===== src/rtl/seg_pkg.sv =====
// Shared constants and helpers for the multiplexed 7-segment scan driver.
package seg_pkg;

    // All segments dark (segments are active-low).
    localparam logic [6:0] SEG_OFF = 7'h7F;

    // Hex nibble to active-low {g,f,e,d,c,b,a} pattern.
    localparam logic [6:0] HEX_TABLE [16] = '{
        7'h40, 7'h79, 7'h24, 7'h30, 7'h19, 7'h12, 7'h02, 7'h78,
        7'h00, 7'h10, 7'h08, 7'h03, 7'h46, 7'h21, 7'h06, 7'h0E
    };

    // Bits needed to index n items; never less than 1.
    function automatic int unsigned clog2(input int unsigned n);
        int unsigned w;
        w = 1;
        while ((32'd1 << w) < n) begin
            w++;
        end
        return w;
    endfunction

endpackage


===== src/rtl/digits_to_segments.sv =====
// Hex nibble to active-low 7-segment pattern decoder.
module digits_to_segments
    import seg_pkg::*;
(
    input  logic [3:0] nibble,
    output logic [6:0] segPattern_c
);

    assign segPattern_c = HEX_TABLE[nibble];

endmodule


===== src/rtl/segdisplay_scan.sv =====
// N-digit multiplexed 7-segment scanner with double-buffered loads,
// per-digit blanking/dp, leading-zero suppression, PWM dimming and
// anti-ghost blanking after every digit switch.
module segdisplay_scan
    import seg_pkg::*;
#(
    parameter int unsigned NUM_DIGITS    = 2,
    parameter bit          DIGIT_ACT_LOW = 1'b0,
    parameter bit          LZ_SUPPRESS   = 1'b0,
    parameter int unsigned GHOST_CYC     = 4,
    parameter int unsigned PWM_BITS      = 4
) (
    input  logic                    refclk,
    input  logic                    reset,
    input  logic                    mSFlag,
    input  logic                    load,
    input  logic [4*NUM_DIGITS-1:0] value,
    input  logic [NUM_DIGITS-1:0]   dp,
    input  logic [NUM_DIGITS-1:0]   blank,
    input  logic [PWM_BITS-1:0]     brightness,
    output logic [6:0]              segPins,
    output logic                    dpPin,
    output logic [NUM_DIGITS-1:0]   digit_sel,
    output logic                    frame_done
);

    localparam int unsigned IDX_W   = clog2(NUM_DIGITS);
    localparam int unsigned VAL_W   = 4 * NUM_DIGITS;
    localparam int unsigned GHOST_W = clog2(GHOST_CYC + 1);

    localparam logic [NUM_DIGITS-1:0] SEL_ONE   = NUM_DIGITS'(1);
    localparam logic [NUM_DIGITS-1:0] SEL_RESET = DIGIT_ACT_LOW ? ~SEL_ONE : SEL_ONE;

    logic [IDX_W-1:0]      idx, idxNext;
    logic [GHOST_W-1:0]    ghostCnt, ghostNext;
    logic [PWM_BITS-1:0]   pwmCnt;

    logic [VAL_W-1:0]      shadowVal, dispVal, dispValNext;
    logic [NUM_DIGITS-1:0] shadowDp, dispDp, dispDpNext;
    logic [NUM_DIGITS-1:0] shadowBlank, dispBlank, dispBlankNext;

    logic                  wrap;
    logic [3:0]            nibble;
    logic                  selDp;
    logic                  selBlank;
    logic                  selLz;
    logic                  pwmOn;
    logic                  dark;
    logic [NUM_DIGITS-1:0] selNext;
    logic [NUM_DIGITS-1:0] lzDark;
    logic                  allZero;
    logic [6:0]            decoded;

    // Scan index, commit-on-wrap and ghost counter next state.
    always_comb begin
        idxNext       = idx;
        ghostNext     = ghostCnt;
        dispValNext   = dispVal;
        dispDpNext    = dispDp;
        dispBlankNext = dispBlank;
        wrap          = mSFlag && (idx == IDX_W'(NUM_DIGITS - 1));

        if (mSFlag) begin
            idxNext = wrap ? '0 : idx + 1'b1;
        end

        // Commit only at frame boundary so one frame never mixes old and new data.
        if (wrap) begin
            dispValNext   = shadowVal;
            dispDpNext    = shadowDp;
            dispBlankNext = shadowBlank;
        end

        if (mSFlag) begin
            ghostNext = GHOST_W'(GHOST_CYC);
        end else if (ghostCnt != '0) begin
            ghostNext = ghostCnt - 1'b1;
        end
    end

    // Leading-zero mask over the (about to be) committed digits; blanked digits stop the run.
    always_comb begin
        lzDark  = '0;
        allZero = 1'b1;
        for (int i = int'(NUM_DIGITS) - 1; i > 0; i--) begin
            allZero   = allZero && (dispValNext[4*i +: 4] == 4'h0) && !dispBlankNext[i];
            lzDark[i] = LZ_SUPPRESS && allZero;
        end
    end

    // Per-digit field mux, dark decision and digit enable for the digit shown next cycle.
    always_comb begin
        nibble   = '0;
        selDp    = 1'b0;
        selBlank = 1'b0;
        selLz    = 1'b0;
        for (int i = 0; i < int'(NUM_DIGITS); i++) begin
            if (idxNext == IDX_W'(i)) begin
                nibble   = dispValNext[4*i +: 4];
                selDp    = dispDpNext[i];
                selBlank = dispBlankNext[i];
                selLz    = lzDark[i];
            end
        end
        pwmOn   = (brightness == '1) || (pwmCnt < brightness);
        dark    = (ghostNext != '0) || !pwmOn || selBlank || selLz;
        selNext = DIGIT_ACT_LOW ? ~(SEL_ONE << idxNext) : (SEL_ONE << idxNext);
    end

    digits_to_segments u_decode (
        .nibble       (nibble),
        .segPattern_c (decoded)
    );

    // State and registered pin drivers.
    always_ff @(posedge refclk) begin
        if (reset) begin
            idx         <= '0;
            ghostCnt    <= GHOST_W'(GHOST_CYC);
            pwmCnt      <= '0;
            shadowVal   <= '0;
            shadowDp    <= '0;
            shadowBlank <= '0;
            dispVal     <= '0;
            dispDp      <= '0;
            dispBlank   <= '0;
            segPins     <= SEG_OFF;
            dpPin       <= 1'b1;
            digit_sel   <= SEL_RESET;
            frame_done  <= 1'b0;
        end else begin
            idx       <= idxNext;
            ghostCnt  <= ghostNext;
            pwmCnt    <= pwmCnt + 1'b1;
            dispVal   <= dispValNext;
            dispDp    <= dispDpNext;
            dispBlank <= dispBlankNext;
            if (load) begin
                shadowVal   <= value;
                shadowDp    <= dp;
                shadowBlank <= blank;
            end
            segPins    <= dark ? SEG_OFF : decoded;
            dpPin      <= dark || !selDp;
            digit_sel  <= selNext;
            frame_done <= wrap;
        end
    end

endmodule


===== config.mk =====
export PLATFORM = sky130hd
export DESIGN_NAME = segdisplay_scan
export DESIGN_NICKNAME = d
export VERILOG_FILES = /design/src/rtl/seg_pkg.sv /design/src/rtl/digits_to_segments.sv /design/src/rtl/segdisplay_scan.sv
export SDC_FILE = /design/constraint.sdc
export NUM_CORES = 1
export LEC_CHECK = 0
export CAP_MARGIN = 20
export CORE_MARGIN = 2
export CORE_UTILIZATION = 24
export DETAILED_ROUTE_END_ITERATION = 6
export GPL_ROUTABILITY_DRIVEN = 0
export SKIP_CTS_REPAIR_TIMING = 1
export SLEW_MARGIN = 20
export SYNTH_ARGS = -nofsm -noshare
export SYNTH_HDL_FRONTEND = slang
export SYNTH_HIERARCHICAL = 1
export SYNTH_SLANG_ARGS = --single-unit

===== constraint.sdc =====
create_clock -name refclk -period 3 [get_ports refclk]
set_input_delay 0.6 -clock refclk [delete_from_list [all_inputs] [get_ports refclk]]
set_output_delay 0.6 -clock refclk [all_outputs]
set_load 0.02 [all_outputs]

==> results of run 1 <==
registers in the layout (all words and copies together), names as in the netlist:
name / cells
digit_sel: 2
dispBlank: 2
dispDp: 2
dispVal: 8
dpPin: 1
frame_done: 1
ghostCnt: 3
pwmCnt: 4
segPins: 7
shadowBlank: 2
shadowDp: 2
shadowVal: 8
metal layers:
layer  part of all wire, %  routed length (um)
met1                    49                1780
met2                    45                1640
met3                   3.8                 137
met4                   1.7                  62
met5                     0                   0
synth_stat cells, types with 3 or more instances:
cell type	n	share of area [%]
nor2_1	34	6.6
nor2b_1	9	2.9
o21ai_1	3	0.78
clkbuf_1	3	0.58
buf_2	4	1.0
inv_1	12	2.3
o21ai_0	3	0.78
o211ai_1	9	3.5
dfxtp_1	42	44
mux2i_1	29	15
nand2_1	6	1.2
ha_1	15	9.7
metrics by stage:
stage          instances  setup WS (ns)  power, W  area (um2)
5_1_grt              336          0.184   0.00122        2470
2_1_floorplan        196          0.363  0.000730        1930
4_1_cts              336          0.382   0.00117        2470
3_3_place_gp         328         0.0923  0.000801        2380
6_report             336          0.391   0.00115        2470
3_5_place_dp         328         0.0810  0.000805        2380
power groups by stage:
| stage | logic, W | registers [W] | clock network, W |
|---|---|---|---|
| after floorplan | 0.000117 | 0.000613 | 0 |
| after global placement | 0.000190 | 0.000610 | 0 |
| after detailed placement | 0.000194 | 0.000611 | 0 |
| after CTS | 0.000195 | 0.000598 | 0.000376 |
| after global routing | 0.000215 | 0.000601 | 0.000407 |
| final | 0.000191 | 0.000597 | 0.000360 |
cell type report:
class / instances / area (um2)
Sequential cell: 42 / 841
Fill cell: 814 / 5290
Multi-Input combinational cell: 132 / 983
Clock buffer: 5 / 68.8
Tap cell: 102 / 128
Clock inverter: 3 / 21.3
Timing Repair Buffer: 40 / 388
Inverter: 12 / 45.0
cell families (layout without fill, tap and decap cells):
family / after synthesis / count (layout) / synth area share, %
muxes: 32 / 32 / 18.1
AOI/OAI and AO/OA: 24 / 24 / 8.36
DFF: 42 / 42 / 43.6
buffers and inverters: 22 / 60 / 5.51
xor gates and xnor gates: 3 / 3 / 1.36
and+or+nand+nor: 58 / 58 / 13.4
adders and majority gates: 15 / 15 / 9.72
path summary, 6_finish.rpt:
| check | cells after the start | end | slack [ns] | from |
|---|---|---|---|---|
| min reg2reg | 1 | pwmCnt[0] | 0.46 | pwmCnt[0] |
| min | 1 | pwmCnt[0] | 0.46 | pwmCnt[0] |
| max reg2reg | 11 | segPins[6] | 0.84 | digit_sel[1] |
| max | 12 | segPins[6] | 0.39 | mSFlag |
worst reg2reg max path, delay by kind of cell, from the launching register on:
kind                     cells  cell delay, ns
adder cells (fa/ha/maj)      2            0.40
multiplexers                 2            0.38
flip-flops                   1            0.35
AO/OA/AOI/OAI                3            0.35
buffers and inverters        2            0.34
AND/OR/NAND/NOR              2            0.22
==> summary.md, run 1 <==
| Metric | Value |
|---|---|
| Routed WL | `between 3 and 4 mm` |
| Global routing's busiest layer | `met2` |
| Status | `complete, no violations` |
| Maximum capacitance violations | `0` |
| Crit path cell chain | `clkdlybuf4s50_1 -> ha_1 -> buf_12 -> mux2i_1 -> mux2i_1 -> buf_4 -> ha_1 -> nand2_1 -> a21boi_1 -> o21ai_1 -> nor2_1 -> o211ai_1` |
| GR Util met3 | `a little under 3%` |
| Slew Limit Fails | `0` |
| Crit path max-delay family | `buffers and inverters` |
| Post-route core utilization | `between 30% and 40%` |
| Slew of the pin with the lowest slew margin | `approximately 0.79 ns` |
| Clk pin slew, worst setup/hold paths | `approximately 0.08 ns` |
| Initial antenna violation count | `0` |
| Fin. Hold Viols | `0` |
| Layout cell share with drive strength beyond 1 | `8.97%` |
| Mean Syn Cell Area | `about 9.9 um2` |
| Initial drt markers | `18` |
| GRT Total Usage | `9.43%` |
| # rows | `32` |
| Pwr dens | `464 nW/um2` |
| #FFs+latches synth | `between 40 and 50` |
| Routing usage on met2 | `15.2%` |
| Synth-to-layout area growth | `28.2%` |
| Antenna-violating nets left | `0` |
| Setup-failing EPs final | `0` |
| Crit. End Element | `flip-flop` |
| Synthesized area | `~1900 um2` |
| Unique masters post-synth | `32` |
| Critical path's slowest cell | `clkdlybuf4s50_1` |
| HP Class | `reg2reg` |
| Reg power frac | `52.0%` |
| Leakage power | `between 1 and 1.5 nW` |
| Period minus WS final | `between 2 and 3 ns` |
| Routed length per instance | `approximately 11 um` |
| Die Span X | `~94 um` |
| Startpoint type of the worst setup path | `input pin` |
| CTS tree | `done` |
| CP max FO | `15` |
| Max Buffers Root-to-Sink | `2` |
| Worst slew margin | `47.2%` |
| Clk sinks | `42` |
| CP arrival | `around 2.8 ns` |
| IO Pins | `31` |
| Unrepaired setup endpoints after global routing | `false` |
| Synth warnings | `6` |
| Achievable frequency | `383 MHz` |
| Worst skew pair latency | `0.30 ns` |
| Post-synth EDFFs | `0` |
| DR vias | `~1.4k` |
| Bufs and invs on worst path | `3` |
| Core Area | `~8000 um2` |
| Layout Skew | `roughly 0.011 ns` |
| First-pass GRT wire length | `~6.5 mm` |
| DP HPWL | `2.76 mm` |
| GRT met1 Usage | `approximately 11%` |
| Async set-reset flop share out of synthesis | `0%` |
| VDD IR max | `roughly 160 uV` |
| Most used DFF post-synth | `dfxtp_1` |
| Starting Density | `between 20 and 25%` |
| P_sw | `between 0.0003 and 0.0004 W` |
| Root Driver | `clkbuf_8` |
| Antenna Cells | `0` |
| Logic pwr share | `about 17%` |
| H-tree depth | `2` |
| Tcrit/Tclk final | `roughly 87%` |
| Sw Ratio | `between 20% and 30%` |
| Syn Nets | `around 230` |
| CP required | `3.15 ns` |
| Commonest non-fill, non-tap cell in the layout | `dfxtp_1` |
| Final hold slack | `around 0.46 ns` |
| Drt drc | `0` |
| Vias per std cell | `between 4 and 5` |
| Vias in the first global route | `between 1k and 1.5k` |
| First-pass DRT Iterations | `3` |
| Die Y | `between 90 and 100 um` |
| Seq/Total Area, Yosys | `between 40% and 50%` |
| Largest net degree at the start of global routing | `33` |
| Cells after Synth | `~200` |
| Num CTS Buffers | `5` |
| Most frequent cells in the layout | `42 x dfxtp_1, 34 x nor2_1, 30 x clkdlybuf4s50_1` |
| WS Path Type | `in2reg` |
| Die area | `around 9000 um2` |
| Number of port buffers | `30` |
| Clock power frac | `31.4%` |
| Final #Nets | `268` |
| Grt ovf | `0` |
| TNS Setup | `0 ns` |
| Slowest Stage Delay on Critical Path | `0.49 ns` |
| Int Power | `approximately 0.00085 W` |
Note: power is estimated with default switching activity, not from simulation.
==> inputs of run 2 (changes only) <==
DONT_BUFFER_PORTS = 1   (was default)
==> run 2 against run 1 <==
  * First-iteration DRC count up 83%
  * Worst hold slack worse by 0.10 ns
  * Cell area decreased by 13%
  * Critical endpoint is now segPins[3]
  * Critical path depth is 2 lower
  * Final cell count shrank 11%
  * Total power increased by 2.8%
  * Count of clock-buffer cells in the layout did not move
  * Sequential share of layout area up 5.3 points
  * Wire length shrank 0.44%
==> summary.md, run 2 (same netlist as run 1, synthesis figures left out) <==
| Metric | Value |
|---|---|
| Unrepaired setup endpoints after global routing | `false` |
| Routed length per instance | `12.0 um (+12%)` |
| Hold_sp | `reset` |
| Cell count of the worst reg-to-reg path | `10 (-1)` |
| Initial drt markers | `33 (+15)` |
| Slew of the pin with the lowest slew margin | `0.828 ns (+0.0389 ns)` |
| Synth-to-layout area growth | `11.0%` |
| DP HPWL | `2.80 mm (+1.4%)` |
| Fin. Hold Viols | `0 (unchanged)` |
| Layout Skew | `0.00967 ns (-0.00123 ns)` |
| Achievable frequency | `381 MHz (-0.51%)` |
| R2R Setup Slk | `0.38 ns (-0.46 ns)` |
| WS Path Type | `reg2reg` |
| Slew Limit Fails | `0 (unchanged)` |
| IO Pins | `31 (unchanged)` |
| Crit path to | `segPins[3]` |
| Status | `complete, no violations` |
| Vias per std cell | `4.31 (+3.9%)` |
| Worst reg2reg path endpoint | `segPins[3]` |
| Antenna Cells | `0 (unchanged)` |
| Leakage power | `0.882 nW (-14%)` |
| Clk pin slew, worst setup/hold paths | `0.08 ns (about the same)` |
| CTS tree | `done` |
| Crit. End Element | `flip-flop` |
| CP required | `3.15 ns (about the same)` |
| Layout cell share with drive strength beyond 1 | `8.08% (-0.89 points)` |
| CP max FO | `9 (-6)` |
| Routing usage on met2 | `13.1% (-2.1 points)` |
| Die Y | `93.7 um (unchanged)` |
| Worst skew pair latency | `0.30 ns (about the same)` |
| Commonest non-fill, non-tap cell in the layout | `dfxtp_1` |
| H-tree depth | `2 (unchanged)` |
| Antenna-violating nets left | `0 (unchanged)` |
| DR vias | `1292 (-7.3%)` |
| GRT Total Usage | `8.93% (-0.49 points)` |
| Drt drc | `0 (unchanged)` |
| CP arrival | `2.77 ns (about the same)` |
| Die Span X | `93.7 um (unchanged)` |
| Setup-failing EPs final | `0 (unchanged)` |
| CP startpoint | `digit_sel[1]` |
| GRT met1 Usage | `11.2% (-0.27 points)` |
| First-pass DRT Iterations | `4 (+1)` |
| Reg2reg start | `digit_sel[1]` |
| Final hold slack | `0.363 ns (-0.101 ns)` |
| Startpoint type of the worst setup path | `flip-flop` |
| Max Buffers Root-to-Sink | `2 (unchanged)` |
| Period minus WS final | `2.62 ns (+0.0134 ns)` |
| Root Driver | `clkbuf_8` |
| Grt ovf | `0 (unchanged)` |
| Core Area | `7770 um2 (unchanged)` |
| TNS Setup | `0 ns (unchanged)` |
| Layout fillers | `819 (+0.61%)` |
| Largest net degree at the start of global routing | `34 (+3.0%)` |
| Die area | `8780 um2 (unchanged)` |
| # rows | `32 (unchanged)` |
| Tcrit/Tclk final | `87.4% (+0.45 points)` |
| GR Util met3 | `3.85% (+0.96 points)` |
| HP Class | `in2reg` |
| VDD IR max | `180 uV (+14%)` |
| Largest registers | `dispVal x8, shadowVal x8, segPins x7` |
| Pwr dens | `551 nW/um2 (+19%)` |
| Initial antenna violation count | `0 (unchanged)` |
| Starting Density | `24.9% (unchanged)` |
| Worst slew margin | `43.2% (-4.0 points)` |
| First-pass GRT wire length | `6.03 mm (-6.5%)` |
| Final #Nets | `232 (-13%)` |
| Maximum capacitance violations | `0 (unchanged)` |
| Number of port buffers | `0 (-100%)` |
| Num CTS Buffers | `5 (unchanged)` |
| Clk sinks | `42 (unchanged)` |
| Routed WL | `3.61 mm (-0.44%)` |
| Most frequent cells in the layout | `42 x dfxtp_1, 34 x nor2_1, 28 x mux2i_1` |
| Vias in the first global route | `1207 (-14%)` |
| Global routing's busiest layer | `met2` |
[run 2: cell count changes in the layout (fill, tap and decap cells not counted), sizes merged]
cell / change
clkinvlp: -1
clkinv: -1
clkdlybuf4s50: -30
bufinv: +1
inv: +1
buf: -6
[run 2: worst min-delay path by stage]
| stage | end | depth (start not counted) |
|---|---|---|
| after floorplan | pwmCnt[0] | 1 |
| final | shadowDp[0] | 1 |
| after detailed placement | pwmCnt[0] | 1 |
| after CTS | pwmCnt[0] | 1 |
| after global routing | shadowDp[0] | 1 |
| after global placement | pwmCnt[0] | 1 |
[run 2: report_power, final]
part / leakage [nW] / switching [W] / internal [W]
registers: 0.344 / 0.0000244 / 0.000583
clock network: 0.0585 / 0.000200 / 0.000249
logic: 0.480 / 0.0000636 / 0.0000605
[run 2: metal layers]
metal	vias up	part of all wire, %	wire (um)
met5	-	0	0
met4	0	2.4	87
met3	6	8.1	293
met2	27	42	1520
met1	591	47	1700
li1	668	-	-
[run 2: worst max-delay path, stage by stage (launching register included)]
cell,delay [ns]
dfxtp_1,0.47
ha_1,0.50
mux2i_1,0.31
mux2i_1,0.14
buf_4,0.17
ha_1,0.19
or2_2,0.28
a21oi_1,0.13
a31oi_1,0.06
nor2_1,0.14
o211ai_1,0.09
[run 2: area by class of cell]
| type | count | area [um2] | area share, % |
|---|---|---|---|
| clock inverters | 3 | 43.8 | 2.04 |
| multi-input cells | 132 | 987 | 46.1 |
| well taps | 102 | 128 | 5.95 |
| clock buffers | 5 | 68.8 | 3.21 |
| flip-flops and latches | 42 | 841 | 39.2 |
| repair buffers | 4 | 30.0 | 1.40 |
| inverters | 12 | 45.0 | 2.10 |
[run 2: through the flow]
step,instances,cell area [um2],total power (W),util [%],worst slack [ns]
floorplan,196,1930,0.000730,-,0.363
global placement,292,2030,0.000742,26.1,0.285
detailed placement,292,2030,0.000745,26.1,0.251
CTS,300,2140,0.00120,27.5,0.293
global route,300,2140,0.00124,27.6,0.152
finish,300,2140,0.00118,27.6,0.377
